**config.mk**
```make
export PLATFORM = sky130hd
export DESIGN_NAME = fifo_burst_drainer
export DESIGN_NICKNAME = d
export VERILOG_FILES = /design/src/rtl/fifo_burst_drainer_pkg.sv /design/src/rtl/fifo_drain_skid.sv /design/src/rtl/fifo_burst_drainer.sv
export SDC_FILE = /design/constraint.sdc
export NUM_CORES = 1
export LEC_CHECK = 0
export ABC_AREA = 0
export BUFFER_PORTS_ARGS = -buffer_cell sky130_fd_sc_hd__buf_2
export CAP_MARGIN = 20
export CELL_PAD_IN_SITES_DETAIL_PLACEMENT = 1
export CELL_PAD_IN_SITES_GLOBAL_PLACEMENT = 2
export CORE_ASPECT_RATIO = 0.8
export CORE_MARGIN = 2
export CORE_UTILIZATION = 30
export CTS_CLUSTER_SIZE = 8
export DETAILED_ROUTE_END_ITERATION = 7
export HOLD_SLACK_MARGIN = 0.03
export PLACE_DENSITY = 0.75
export SYNTH_ARGS = -nofsm -noshare
export SYNTH_HDL_FRONTEND = slang
export SYNTH_SLANG_ARGS = --single-unit
export TNS_END_PERCENT = 10
```
**constraint.sdc**
```tcl
create_clock -name clk -period 2.8 [get_ports clk]
set_clock_uncertainty 0.15 [all_clocks]
set_input_delay 0.28 -clock clk [delete_from_list [all_inputs] [get_ports clk]]
set_output_delay 0.28 -clock clk [all_outputs]
set_load 0.01 [all_outputs]
```
**src/rtl/fifo_burst_drainer_pkg.sv**
```systemverilog
`default_nettype none
// +------------------------------------------------------------------+
// | fifo_burst_drainer_pkg: shared types and sizing helpers          |
// | Revision: 1.0                                                     |
// +------------------------------------------------------------------+
package fifo_burst_drainer_pkg;

  typedef enum logic [1:0] {
    ST_IDLE  = 2'd0,
    ST_REQ   = 2'd1,
    ST_BURST = 2'd2
  } state_t;

  function automatic int count_width(input int addr_width);
    return addr_width + 1;
  endfunction

  function automatic int clog2(input int value);
    int r;
    r = 0;
    for (int i = 0; i < 31; i++) begin
      if ((1 << i) < value) r = i + 1;
    end
    return r;
  endfunction

endpackage
`default_nettype wire

```
**src/rtl/fifo_drain_skid.sv**
```systemverilog
`default_nettype none
// +------------------------------------------------------------------+
// | fifo_drain_skid: 2-entry registered skid buffer with occupancy   |
// | Revision: 1.0                                                     |
// +------------------------------------------------------------------+
module fifo_drain_skid
  import fifo_burst_drainer_pkg::*;
#(
  parameter int DATA_WIDTH = 128
) (
  input  logic                  clk,
  input  logic                  rst_n,
  input  logic                  push,
  input  logic [DATA_WIDTH-1:0] push_dat,
  input  logic                  pop,
  output logic                  out_valid,
  output logic [DATA_WIDTH-1:0] out_dat,
  output logic [1:0]            occupancy
);

  logic [DATA_WIDTH-1:0] head;
  logic [DATA_WIDTH-1:0] tail;
  logic [1:0]            occ;

  // The producer never pushes into a full buffer, and pop is only raised
  // while out_valid is high, so the overflow/underflow cases cannot occur.
  always_ff @(posedge clk) begin
    if (!rst_n) begin
      head <= '0;
      tail <= '0;
      occ  <= 2'd0;
    end else begin
      unique case ({push, pop})
        2'b10: begin
          if (occ == 2'd0) head <= push_dat;
          else             tail <= push_dat;
          occ <= occ + 2'd1;
        end
        2'b01: begin
          head <= tail;
          occ  <= occ - 2'd1;
        end
        2'b11: begin
          if (occ == 2'd1) begin
            head <= push_dat;
          end else begin
            head <= tail;
            tail <= push_dat;
          end
        end
        default: ;
      endcase
    end
  end

  assign out_valid = (occ != 2'd0);
  assign out_dat   = head;
  assign occupancy = occ;

endmodule
`default_nettype wire

```
**src/rtl/fifo_burst_drainer.sv**
```systemverilog
`default_nettype none
// +------------------------------------------------------------------+
// | fifo_burst_drainer: drains the adapter FIFO in bus bursts        |
// | Revision: 1.0                                                     |
// +------------------------------------------------------------------+
module fifo_burst_drainer
  import fifo_burst_drainer_pkg::*;
#(
  parameter int DATA_WIDTH = 128,
  parameter int ADDR_WIDTH = 4,
  parameter int BURST_LEN  = 4,
  parameter int TIMEOUT    = 64
) (
  input  logic                  clk,
  input  logic                  rst_n,
  output logic                  fifo_rd_ena,
  input  logic [DATA_WIDTH-1:0] fifo_rd_dat,
  input  logic                  fifo_rd_empty,
  input  logic [ADDR_WIDTH:0]   fifo_rd_dat_cnt,
  input  logic                  flush,
  output logic                  flush_done,
  output logic                  bus_req,
  input  logic                  bus_gnt,
  output logic [ADDR_WIDTH:0]   bus_len,
  output logic                  bus_valid,
  output logic [DATA_WIDTH-1:0] bus_dat,
  output logic                  bus_last,
  input  logic                  bus_ready,
  output logic                  busy
);

  localparam int CW = count_width(ADDR_WIDTH);
  localparam int TW = clog2(TIMEOUT + 1);
  localparam logic [CW-1:0] BURST_MAX    = CW'(BURST_LEN);
  localparam logic [TW-1:0] TIMEOUT_LAST = TW'(TIMEOUT - 1);

  state_t        state;
  state_t        state_nxt;
  logic [CW-1:0] pop_cnt;
  logic [CW-1:0] beat_cnt;
  logic [TW-1:0] tmo_cnt;
  logic          flush_pend;
  logic          in_flight;
  logic [1:0]    occupancy;

  logic          has_words;
  logic          full_burst;
  logic          tmo_expired;
  logic          trigger;
  logic          accept;
  logic          burst_end;
  logic [2:0]    fill;
  logic          pop_room;

  assign has_words   = (fifo_rd_dat_cnt != '0);
  assign full_burst  = (fifo_rd_dat_cnt >= BURST_MAX);
  assign tmo_expired = (tmo_cnt == TIMEOUT_LAST);
  assign trigger     = full_burst || (has_words && (tmo_expired || flush_pend));
  assign accept      = bus_valid && bus_ready;
  assign bus_last    = bus_valid && ((beat_cnt + CW'(1)) == bus_len);
  assign burst_end   = accept && bus_last;

  // Words already popped but not yet accepted must fit in the skid buffer;
  // a beat leaving this cycle frees one slot.
  assign fill     = {1'b0, occupancy} + {2'b00, in_flight};
  assign pop_room = accept ? (fill < 3'd3) : (fill < 3'd2);

  always_comb begin
    state_nxt   = state;
    fifo_rd_ena = 1'b0;
    flush_done  = 1'b0;
    bus_req     = (state == ST_REQ);
    busy        = (state != ST_IDLE);
    unique case (state)
      ST_IDLE: begin
        if (trigger)                      state_nxt  = ST_REQ;
        else if (flush_pend && !has_words) flush_done = 1'b1;
      end
      ST_REQ: begin
        if (bus_gnt) state_nxt = ST_BURST;
      end
      ST_BURST: begin
        fifo_rd_ena = (pop_cnt != bus_len) && !fifo_rd_empty && pop_room;
        if (burst_end) state_nxt = ST_IDLE;
      end
      default: state_nxt = ST_IDLE;
    endcase
  end

  always_ff @(posedge clk) begin
    if (!rst_n) begin
      state      <= ST_IDLE;
      bus_len    <= '0;
      pop_cnt    <= '0;
      beat_cnt   <= '0;
      tmo_cnt    <= '0;
      flush_pend <= 1'b0;
      in_flight  <= 1'b0;
    end else begin
      state      <= state_nxt;
      in_flight  <= fifo_rd_ena;
      flush_pend <= flush || (flush_pend && !flush_done);

      if (state == ST_IDLE && has_words && !full_burst && state_nxt == ST_IDLE) begin
        if (!tmo_expired) tmo_cnt <= tmo_cnt + TW'(1);
      end else begin
        tmo_cnt <= '0;
      end

      if (state == ST_IDLE && trigger) begin
        bus_len  <= full_burst ? BURST_MAX : fifo_rd_dat_cnt;
        pop_cnt  <= '0;
        beat_cnt <= '0;
      end

      if (state == ST_BURST) begin
        if (fifo_rd_ena) pop_cnt  <= pop_cnt + CW'(1);
        if (accept)      beat_cnt <= beat_cnt + CW'(1);
        if (burst_end) begin
          bus_len  <= '0;
          pop_cnt  <= '0;
          beat_cnt <= '0;
        end
      end
    end
  end

  fifo_drain_skid #(
    .DATA_WIDTH (DATA_WIDTH)
  ) u_skid (
    .clk       (clk),
    .rst_n     (rst_n),
    .push      (in_flight),
    .push_dat  (fifo_rd_dat),
    .pop       (accept),
    .out_valid (bus_valid),
    .out_dat   (bus_dat),
    .occupancy (occupancy)
  );

endmodule
`default_nettype wire

```
## Word level (Yosys, flattened, before mapping)

Cells that the tools add are included.

| word-level totals | value |
|---|---|
| memory bits (writable) | 0 |
| register bits | 284 |
| latch bits | 0 |
| memories | 0 |
| memory bits (read-only) | 0 |
| output and inout bits | 139 |

| operators by class | value |
|---|---|
| order comparisons | 3 |
| shifts and indexed selects | 0 |
| reduce and logical (&&, ||, !) cells | 31 |
| add/sub/neg operators | 6 |
| bitwise gates (word level) | 0 |
| div/mod/pow operators | 0 |
| muxes and demuxes | 28 |
| multipliers | 0 |
| equality and inequality tests | 12 |

Operators by type and width:

| kind | number |
|---|---|
| $mux 128 | 4 |
| $pmux 128 s3 | 1 |
| $pmux 128 s2 | 1 |
| $mux 5 | 12 |
| $logic_and 1x1->1 | 12 |
| $add 5x1->5 const B | 2 |
| $reduce_bool 2->1 | 4 |
| $add 7x1->7 const B | 1 |
| $eq 7x6->1 const B | 1 |
| $eq 2x1->1 const B | 3 |
| $eq 2x2->1 const B | 3 |
| $logic_not 2->1 | 3 |
| $lt 3x2->1 const B | 2 |
| $mux 2 | 3 |
| $pmux 2 s3 | 1 |
| $eq 5x5->1 | 1 |
| $ge 5x3->1 const B | 1 |
| $mux 1 | 5 |
| $ne 5x5->1 | 1 |
| $reduce_bool 5->1 | 1 |
| $logic_not 1->1 | 4 |
| $ne 2x2->1 const B | 2 |
| $pmux 2 s2 | 1 |
| $reduce_and 2->1 | 2 |
| other kinds (7) | 9 |

## Depth between registers and ports, before layout

Gate-level depths: netlist of run 1.

| depth | value |
|---|---|
| depth in word-level cells | 9 |
| mapped depth | 12 |

## Hierarchy

A second synthesis of run 1 with hierarchy kept.

| second synthesis, totals | value |
|---|---|
| cells, all modules | 1,549 |
| area total of the unflattened synthesis | 12,629.6 µm² |

Modules (own cells, without submodules):

| module | area each (µm²) | times used | cells an instance |
|---|---|---|---|
| fifo_drain_skid | 11,141.9 | 1 | 1,366 |
| fifo_burst_drainer | 1,487.7 | 1 | 183 |

## Worst setup path after synthesis of run 1

Ideal clock, no wire load.

| timing path | value |
|---|---|
| kind | register to register |
| start | reg u_skid.occ[0] (netlist: u_skid.occupancy[0]) |
| end | reg u_skid.head[107] (netlist: u_skid.out_dat[107]) |
| data arrival time | 2.125 ns |
| path slack | 0.447 ns |
| cell stages (with the launch flop) | 13 |
| period minus slack after synthesis | 2.353 ns |
| library setup time | 0.078 ns |
| data required time | 2.572 ns |
| buffers on the path | 2 |
| cells stage by stage | dfxtp_1 -> inv_1 -> ha_1 -> inv_2 -> nand2_4 -> inv_2 -> ha_1 -> nand2_1 -> o21ai_0 -> clkbuf_1 -> clkbuf_1 -> a221oi_1 -> nor3_1 |

| between the ends | value |
|---|---|
| cells in the longest elaborated chain, start to end | 5 |
| elaborated cells on any way between the ends | 12 |

RTL lines:

| item | RTL line | text |
|---|---|---|
| start, declared | fifo_drain_skid.sv:23 | `logic [1:0] occ;` |
| start signal, assigned | fifo_drain_skid.sv:37 | `occ <= occ + 2'd1;` |
| start signal, assigned | fifo_drain_skid.sv:41 | `occ <= occ - 2'd1;` |
| $reduce_bool 2->1 * | fifo_drain_skid.sv:56 | `assign out_valid = (occ != 2'd0);` |
| via bus_valid | fifo_burst_drainer.sv:25 | `output logic bus_valid,` |
| $logic_and 1x1->1 * | fifo_burst_drainer.sv:59 | `assign accept = bus_valid && bus_ready;` |
| $eq 2x2->1 / $eq 2x1->1 (equally long branches) | fifo_drain_skid.sv:33 | `unique case ({push, pop})` |
| $ne 2x1->1 (no source line) / $reduce_bool 3->1 (equally long branches) | - |  |
| $reduce_and 2->1 (no source line) | - |  |
| end signal, assigned | fifo_drain_skid.sv:35 | `if (occ == 2'd0) head <= push_dat;` |
| end signal, assigned | fifo_drain_skid.sv:40 | `head <= tail;` |
| end signal, assigned | fifo_drain_skid.sv:45 | `head <= push_dat;` |
| end, declared | fifo_drain_skid.sv:21 | `logic [DATA_WIDTH-1:0] head;` |

Mark *: on every way through the listed nets, which the timed path passes. The rest lies on a longest branch.
A chain may end at the register's enable or synchronous reset.

## Final worst setup path of run 1

| timing path | value |
|---|---|
| start | reg u_skid.occ[0] (netlist: u_skid.occupancy[0]) |
| end | out fifo_rd_ena |

| between the ends | value |
|---|---|
| cells in the longest elaborated chain, start to end | 5 |
| elaborated cells on any way between the ends | 8 |

RTL lines:

| item | RTL line | text |
|---|---|---|
| $add 2x1->3 / $reduce_bool 2->1 (equally long branches) | fifo_burst_drainer.sv:65, fifo_drain_skid.sv:56 |  |
| $lt 3x2->1 / $logic_and 1x1->1 (equally long branches) | fifo_burst_drainer.sv:66, fifo_burst_drainer.sv:59 |  |
| $mux 1 * | fifo_burst_drainer.sv:66 | `assign pop_room = accept ? (fill < 3'd3) : (fill < 3'd2);` |
| $logic_and 1x1->1 * | fifo_burst_drainer.sv:83 | `fifo_rd_ena = (pop_cnt != bus_len) && !fifo_rd_empty && pop_room;` |
| $mux 1 * | fifo_burst_drainer.sv:74 | `unique case (state)` |
| end, declared | fifo_burst_drainer.sv:16 | `output logic fifo_rd_ena,` |

Mark *: on every way between the ends. The rest lies on a longest branch, timed or not.

==> metrics.txt, run 1 <==
# TYPE chip_impl_metric gauge
chip_impl_metric{name="core_area",unit="um2"} 36150
chip_impl_info{name="synthDominantAreaCellType",value="dfxtp_1"} 1
chip_impl_metric{name="pre_cts_slack",unit="ps"} 213.9
chip_impl_metric{name="layout.nets",unit=""} 1865
chip_impl_metric{name="antenna_left",unit=""} 0
chip_impl_metric{name="synth-seq-area-share",unit="%"} 51.39
chip_impl_metric{name="fp.dieH",unit="um"} 175.8
chip_impl_info{name="clock_root_buffer",value="clkbuf_16"} 1
chip_impl_metric{name="fp.dieW",unit="um"} 218.7
chip_impl_info{name="min_path_type",value="in2reg"} 1
chip_impl_metric{name="hold_viol",unit=""} 0
chip_impl_metric{name="dp.final_hpwl",unit="mm"} 24.21
chip_impl_metric{name="mappedNetlistArea",unit="um2"} 11060
chip_impl_metric{name="ios",unit=""} 278
chip_impl_metric{name="drcViolationCount",unit=""} 0
chip_impl_metric{name="grtUsageTotal",unit="%"} 20.48
chip_impl_metric{name="cts_buffers",unit=""} 41
chip_impl_metric{name="max_stage_delay",unit="ps"} 400
chip_impl_info{name="synth_ff_type",value="dfxtp_1"} 1
chip_impl_metric{name="via_count",unit=""} 11280
chip_impl_info{name="top_usage_layer",value="met2"} 1
chip_impl_metric{name="fin_ws",unit="ps"} 61.08
chip_impl_metric{name="post_syn_nets",unit=""} 1486
chip_impl_metric{name="fin_crit",unit="ps"} 2739
chip_impl_info{name="cp_slowest_cell",value="a2111oi_2"} 1
chip_impl_metric{name="global_route_wire_length_before_repair",unit="mm"} 63.59
chip_impl_metric{name="cts_htree_levels",unit=""} 2
chip_impl_info{name="worst_r2r_startpoint",value="u_skid.occupancy[0]"} 1
chip_impl_metric{name="register_bit_count_reported_by_yosys",unit=""} 284
chip_impl_metric{name="layout.cell_area.non_filler",unit="um2"} 15760
chip_impl_metric{name="critPathRequiredTime",unit="ps"} 2370
chip_impl_metric{name="groute.layer.met1.usage",unit="%"} 27.59
chip_impl_metric{name="synth_top_area_share",unit="%"} 51.39
chip_impl_metric{name="critical_path_peak_fanout",unit=""} 4
chip_impl_info{name="path_class",value="reg2out"} 1
chip_impl_metric{name="drt-pass1-iter-count",unit=""} 5
chip_impl_metric{name="synthesis_warnings",unit=""} 0
chip_impl_info{name="timing.critical_path.to_type",value="primary output"} 1
chip_impl_metric{name="fin_crit_sh",unit="%"} 97.82
chip_impl_metric{name="numClockSinks",unit=""} 284
chip_impl_metric{name="layout-drive-gt1-share",unit="%"} 22.36
chip_impl_info{name="worstPathCellList",value="ha_4 > inv_1 > ha_1 > a21oi_2 > mux2i_2 > a2111oi_2 > buf_4 > buf_2"} 1
chip_impl_metric{name="wire_per_inst",unit="um"} 18.25
chip_impl_metric{name="via_per_inst",unit=""} 5.130
chip_impl_metric{name="rows",unit=""} 62
chip_impl_metric{name="worstPathArrival",unit="ps"} 2310
chip_impl_metric{name="placed_cell_area",unit="um2"} 13210
chip_impl_metric{name="areaGrowthSynthToFinish",unit="%"} 42.41
chip_impl_metric{name="place_congestion",unit=""} 0.7961
chip_impl_info{name="setup.worst_path.start",value="u_skid.occupancy[0]"} 1
chip_impl_metric{name="antenna_found_initial",unit=""} 1
chip_impl_metric{name="clock_path_buffers",unit=""} 3
chip_impl_metric{name="worst_slew_margin_rel",unit="%"} 51.27
chip_impl_metric{name="port_buffers",unit=""} 277
chip_impl_metric{name="placed_cells",unit=""} 2012
chip_impl_metric{name="synthCells",unit=""} 1336
chip_impl_metric{name="fp.dieArea",unit="um2"} 38440
chip_impl_metric{name="synth_area_per_cell",unit="um2"} 8.282
chip_impl_info{name="worst_setup_path_start_kind",value="flop"} 1
chip_impl_metric{name="max_slew.worst_pin.slew",unit="ps"} 730.9
chip_impl_metric{name="initialDrtViolationCount",unit=""} 669
chip_impl_metric{name="detail_route.wirelength",unit="mm"} 40.11
chip_impl_info{name="post_synth_main_area_contributors",value="dfxtp_1, a221oi_1, nand2_1"} 1
chip_impl_metric{name="max_freq",unit="GHz"} 0.3651
chip_impl_metric{name="post_synth_num_cell_types",unit=""} 48
chip_impl_metric{name="initial_core_util",unit="%"} 30.61
chip_impl_metric{name="largest_vdd_supply_drop",unit="V"} 0.0004181
chip_impl_metric{name="total_leakage_power",unit="nW"} 6.118
chip_impl_metric{name="globalRouteOverflowTotal",unit=""} 0
chip_impl_metric{name="via_count_of_the_first_global_routing_pass",unit=""} 11600
chip_impl_metric{name="grtUsageMet2",unit="%"} 33.33
chip_impl_metric{name="worst_skew_pair.late_latency",unit="ps"} 530
chip_impl_metric{name="utilization",unit="%"} 43.59
chip_impl_metric{name="power_density",unit="nW/um2"} 735.6
chip_impl_info{name="min-delay-start",value="bus_ready"} 1
chip_impl_metric{name="proportion_of_register_bits_with_asynchronous_set_or_reset_after_synthesis",unit="%"} 0
chip_impl_metric{name="synth_edf_count",unit=""} 0
chip_impl_metric{name="cap_viol_max_count",unit=""} 0
chip_impl_metric{name="grt_start_max_net_pins",unit=""} 83
chip_impl_info{name="setup_repair_after_global_routing_missed_its_margin",value="yes"} 1
chip_impl_metric{name="timing_max_transition_violations_final",unit=""} 0
chip_impl_metric{name="cts.clk_slew.worst_paths",unit="ps"} 50
chip_impl_metric{name="met3_usage",unit="%"} 3.948
chip_impl_info{name="cts_tree",value="built"} 1
chip_impl_info{name="run_status",value="finished, final reports clean"} 1
chip_impl_metric{name="layoutNonFillerInstCount",unit=""} 2198
chip_impl_metric{name="finalSetupViolations",unit=""} 0
path summary, 6_finish.rpt:
| check | slack, ps | cells after the start | endpoint |
|---|---|---|---|
| hold / removal | 110 | 4 | pop_cnt[0] |
| hold reg to reg | 300 | 2 | u_skid.tail[70] |
| setup / recovery | 60 | 8 | fifo_rd_ena |
| setup reg to reg | 180 | 11 | pop_cnt[4] |
registers in the layout, indices dropped and copies added (netlist names):
name,cells
beat_cnt,5
bus_len,5
flush_pend,1
in_flight,1
pop_cnt,5
state,2
tmo_cnt,7
u_skid.occupancy,2
u_skid.out_dat,128
u_skid.tail,128
report_power, final:
group	switching, mW	internal [mW]	total (mW)
clock network	1.72	2.77	4.49
logic	1.48	0.957	2.43
registers	0.234	4.43	4.66
total	3.43	8.16	11.6
metrics by stage:
stage	power [mW]	hold slack [ps]	TNS, ps
5_1_grt	12.22	135.0	-63.41
4_1_cts	11.75	70.06	0
3_5_place_dp	7.025	297.2	0
2_1_floorplan	5.943	247.4	0
3_3_place_gp	6.987	290.7	0
6_report	11.59	109.2	0
per-layer routing:
| layer | part of all wire (%) | up-vias |
|---|---|---|
| met5 | 0 | - |
| met4 | 2.0 | 0 |
| met3 | 4.8 | 64 |
| met2 | 47 | 248 |
| met1 | 46 | 5523 |
| li1 | - | 5441 |
cell usage after synthesis (2+ instances only):
cell type and n:
nand2_1 272, ha_1 11, o21ai_0 8, mux2i_1 5, and2b_1 3, nand2b_1 3, nor3_1 130, a21oi_1 140
nor2b_1 2, o2bb2ai_1 2, a31oi_1 2, o21bai_1 2, and3_1 2, xor2_1 10, nand4b_1 2, dfxtp_1 284
o211ai_1 2, and2_1 5, or3_1 3, inv_2 3, nand3_1 11, clkbuf_1 106, nor2_1 152, buf_1 7
a221oi_1 128, nand4_1 3, xnor2_1 5, inv_1 8, a211oi_1 4, nor3b_1 3
final cells by class:
| cell class | instances | area [um2] |
|---|---|---|
| Clock inverter | 2 | 38.79 |
| Inverter | 11 | 51.30 |
| Antenna cell | 1 | 2.502 |
| Sequential cell | 284 | 5692 |
| Multi-Input combinational cell | 927 | 4992 |
| Timing Repair Buffer | 450 | 3303 |
| Clock buffer | 43 | 1076 |
| Fill cell | 4302 | 20390 |
| Tap cell | 480 | 600.6 |
timing repair:
item / 4_1_cts / 5_1_grt
hold buffers: 137 / 0
resized for setup: 0 / 13
endpoints found under the hold margin: 264 / 0
buffers inserted: 2 / 1
pin swaps: 1 / 2
endpoints found under the setup margin: 1 / 4
layout by cell type, fill, tap and decap left out, types with 3 or more instances in the layout:
cell,synthesis,final
a21oi_1,140,137
xnor2_1,5,5
a221oi_1,128,128
buf_12,0,22
buf_2,1,277
nor3b_1,3,3
nand3_1,11,11
inv_1,8,7
o21ai_0,8,6
xor2_1,10,10
and2b_1,3,3
dfxtp_1,284,281
nor3_1,130,130
and2_1,5,5
nand2_1,272,272
nor2_1,152,152
or3_1,3,3
nand4_1,3,3
mux2i_1,5,4
a211oi_1,4,4
clkbuf_16,0,43
nand2b_1,3,3
buf_4,0,14
ha_1,11,8
dlygate4sd3_1,0,137
logic make-up (layout without fill, tap and decap cells):
kind of cell	Yosys count	after routing	share of synthesized area (%)
flops	284	284	51.39
compound gates	297	297	18.48
buf+inv	125	506	4.252
xor+xnor	15	15	1.187
fa+ha+maj	11	11	1.244
simple gates	599	599	23.00
other cells	0	1	0
mux	5	5	0.4524
critical path: cells and delay by family, from the launching register on:
family	cells	cell delay [ps]
AO/OA/AOI/OAI	2	530
adder cells (fa/ha/maj)	2	420
flip-flops	1	370
buffers and inverters	3	350
multiplexers	1	100
No activity file was read; power rests on OpenSTA's default activity.
==> run 2, diff against run 1 <==
Settings changed: MAX_ROUTING_LAYER from default to met4.
==> metrics.txt, run 2 (synthesis results as in run 1) <==
# TYPE chip_impl_metric gauge
chip_impl_info{name="run_status",value="finished, final reports clean"} 1
chip_impl_metric{name="via_count_of_the_first_global_routing_pass",unit=""} 11580
chip_impl_metric{name="areaGrowthSynthToFinish",unit="%"} 42.41
chip_impl_metric{name="antenna_found_initial",unit=""} 1
chip_impl_metric{name="layout.nets",unit=""} 1865
chip_impl_info{name="mostFrequentLayoutCells",value="dfxtp_1, buf_2, nand2_1"} 1
chip_impl_metric{name="hold_viol",unit=""} 0
chip_impl_metric{name="initialDrtViolationCount",unit=""} 684
chip_impl_info{name="cts_tree",value="built"} 1
chip_impl_metric{name="core_area",unit="um2"} 36150
chip_impl_metric{name="clock_path_buffers",unit=""} 3
chip_impl_info{name="min_path_type",value="in2reg"} 1
chip_impl_metric{name="critPathRequiredTime",unit="ps"} 2370
chip_impl_metric{name="worst_slew_margin_rel",unit="%"} 51.75
chip_impl_metric{name="numClockSinks",unit=""} 284
chip_impl_metric{name="total_leakage_power",unit="nW"} 6.118
chip_impl_info{name="worstPathCellList",value="inv_1 > ha_2 > inv_2 > nand2_4 > inv_4 > mux2i_2 > a2111oi_2 > buf_4 > buf_2"} 1
chip_impl_metric{name="global_route_wire_length_before_repair",unit="mm"} 63.62
chip_impl_metric{name="layoutNonFillerInstCount",unit=""} 2198
chip_impl_info{name="layout.cells.most_common",value="dfxtp_1"} 1
chip_impl_metric{name="fin_crit",unit="ps"} 2754
chip_impl_metric{name="fp.dieArea",unit="um2"} 38440
chip_impl_metric{name="critical_path_peak_fanout",unit=""} 6
chip_impl_metric{name="dp.final_hpwl",unit="mm"} 24.21
chip_impl_metric{name="max_slew.worst_pin.slew",unit="ps"} 723.7
chip_impl_metric{name="worst_slack_on_hold_paths",unit="ps"} 107.6
chip_impl_metric{name="largest_vdd_supply_drop",unit="V"} 0.0004203
chip_impl_metric{name="cap_viol_max_count",unit=""} 0
chip_impl_metric{name="place_congestion",unit=""} 0.8078
chip_impl_info{name="setup_repair_after_global_routing_missed_its_margin",value="yes"} 1
chip_impl_metric{name="cts.clk_slew.worst_paths",unit="ps"} 50
chip_impl_metric{name="via_per_inst",unit=""} 5.158
chip_impl_metric{name="timing_max_transition_violations_final",unit=""} 0
chip_impl_metric{name="worstPathArrival",unit="ps"} 2320
chip_impl_metric{name="rows",unit=""} 62
chip_impl_metric{name="grt_start_max_net_pins",unit=""} 83
chip_impl_metric{name="layout-drive-gt1-share",unit="%"} 22.31
chip_impl_metric{name="filler_cell_count",unit=""} 4302
chip_impl_metric{name="via_count",unit=""} 11340
chip_impl_info{name="path_class",value="reg2out"} 1
chip_impl_info{name="worst_setup_path_start_kind",value="flop"} 1
chip_impl_metric{name="initial_core_util",unit="%"} 30.61
chip_impl_metric{name="max_stage_delay",unit="ps"} 400
chip_impl_metric{name="fin_crit_sh",unit="%"} 98.35
chip_impl_metric{name="detail_route.wirelength",unit="mm"} 40.17
chip_impl_metric{name="max_freq",unit="GHz"} 0.3631
chip_impl_metric{name="ios",unit=""} 278
chip_impl_metric{name="fp.dieW",unit="um"} 218.7
chip_impl_metric{name="drcViolationCount",unit=""} 0
chip_impl_metric{name="globalRouteOverflowTotal",unit=""} 0
chip_impl_metric{name="grtUsageTotal",unit="%"} 21.11
chip_impl_info{name="timing.critical_path.to_type",value="primary output"} 1
chip_impl_info{name="cp_slowest_cell",value="a2111oi_2"} 1
chip_impl_metric{name="cts_htree_levels",unit=""} 2
chip_impl_info{name="clock_root_buffer",value="clkbuf_16"} 1
chip_impl_metric{name="placed_cells",unit=""} 2012
chip_impl_metric{name="antenna_left",unit=""} 0
chip_impl_metric{name="finalSetupViolations",unit=""} 0
chip_impl_metric{name="power_density",unit="nW/um2"} 736.6
chip_impl_metric{name="port_buffers",unit=""} 277
chip_impl_metric{name="worst_skew_pair.late_latency",unit="ps"} 530
chip_impl_metric{name="fp.dieH",unit="um"} 175.8
chip_impl_metric{name="cts_buffers",unit=""} 41
chip_impl_metric{name="wire_per_inst",unit="um"} 18.27
chip_impl_metric{name="drt-pass1-iter-count",unit=""} 5
[run 2: cell counts in the layout (fill, tap and decap cells not counted)]
Identical to the previous run, type by type.
[run 2: area by class of cell]
type / count / area [um2] / area share, %
Timing Repair Buffer: 450 / 3303 / 20.96
Tap cell: 480 / 600.6 / 3.812
Clock buffer: 43 / 1076 / 6.829
Antenna cell: 1 / 2.502 / 0.01588
Multi-Input combinational cell: 927 / 4992 / 31.68
Inverter: 11 / 51.30 / 0.3256
Sequential cell: 284 / 5692 / 36.12
Clock inverter: 2 / 38.79 / 0.2462
[run 2: metal layers]
| metal | global-route usage [%] | vias to the layer above | part of all wire [%] |
|---|---|---|---|
| met1 | 27.85 | 5569 | 46 |
| met3 | 3.775 | 62 | 5.0 |
| met4 | 5.771 | 0 | 1.9 |
| li1 | - | 5440 | - |
| met5 | - | - | 0 |
| met2 | 33.21 | 266 | 47 |
[run 2: worst max-delay path, delay by kind of cell, from the launching register on]
family                   cells  cell delay (ps)
buffers and inverters        5              570
AO/OA/AOI/OAI                1              400
adder cells (fa/ha/maj)      1              210
flip-flops                   1              310
multiplexers                 1              170
AND/OR/NAND/NOR              1              120
[run 2: path summary, 6_finish.rpt]
check	from	endpoint	slack [ps]	cells past startpoint
setup / recovery	u_skid.occupancy[1]	fifo_rd_ena	50	9
hold / removal	bus_ready	pop_cnt[0]	110	4
hold reg to reg	u_skid.tail[73]	u_skid.tail[73]	300	2
setup reg to reg	u_skid.occupancy[1]	pop_cnt[4]	180	12
[run 2: repair_timing]
item,4_1_cts,5_1_grt
buffers inserted,2,1
gates resized for setup,0,12
hold buffers,137,0
setup endpoints to repair,1,4
hold endpoints to repair,264,0
pin swaps,1,2
[run 2: metrics by stage]
stage               area [um2]  power, mW  utilization (%)  setup slack (ps)  setup TNS [ps]
floorplan                11060      5.943                -             446.6               0
global placement         13210      6.987            36.53             320.2               0
detailed placement       13210      7.025            36.53             213.9               0
CTS                      15710      11.75            43.45             14.65               0
global route             15760      12.22            43.59            -59.99          -63.20
finish                   15760      11.61            43.59             46.13               0
[run 2: power breakdown]
group / leakage [nW] / switching [mW] / internal (mW) / total, mW
clock network: 0.549 / 1.73 / 2.77 / 4.50
registers: 2.30 / 0.234 / 4.43 / 4.66
logic: 3.27 / 1.48 / 0.957 / 2.44
total: 6.12 / 3.45 / 8.16 / 11.6
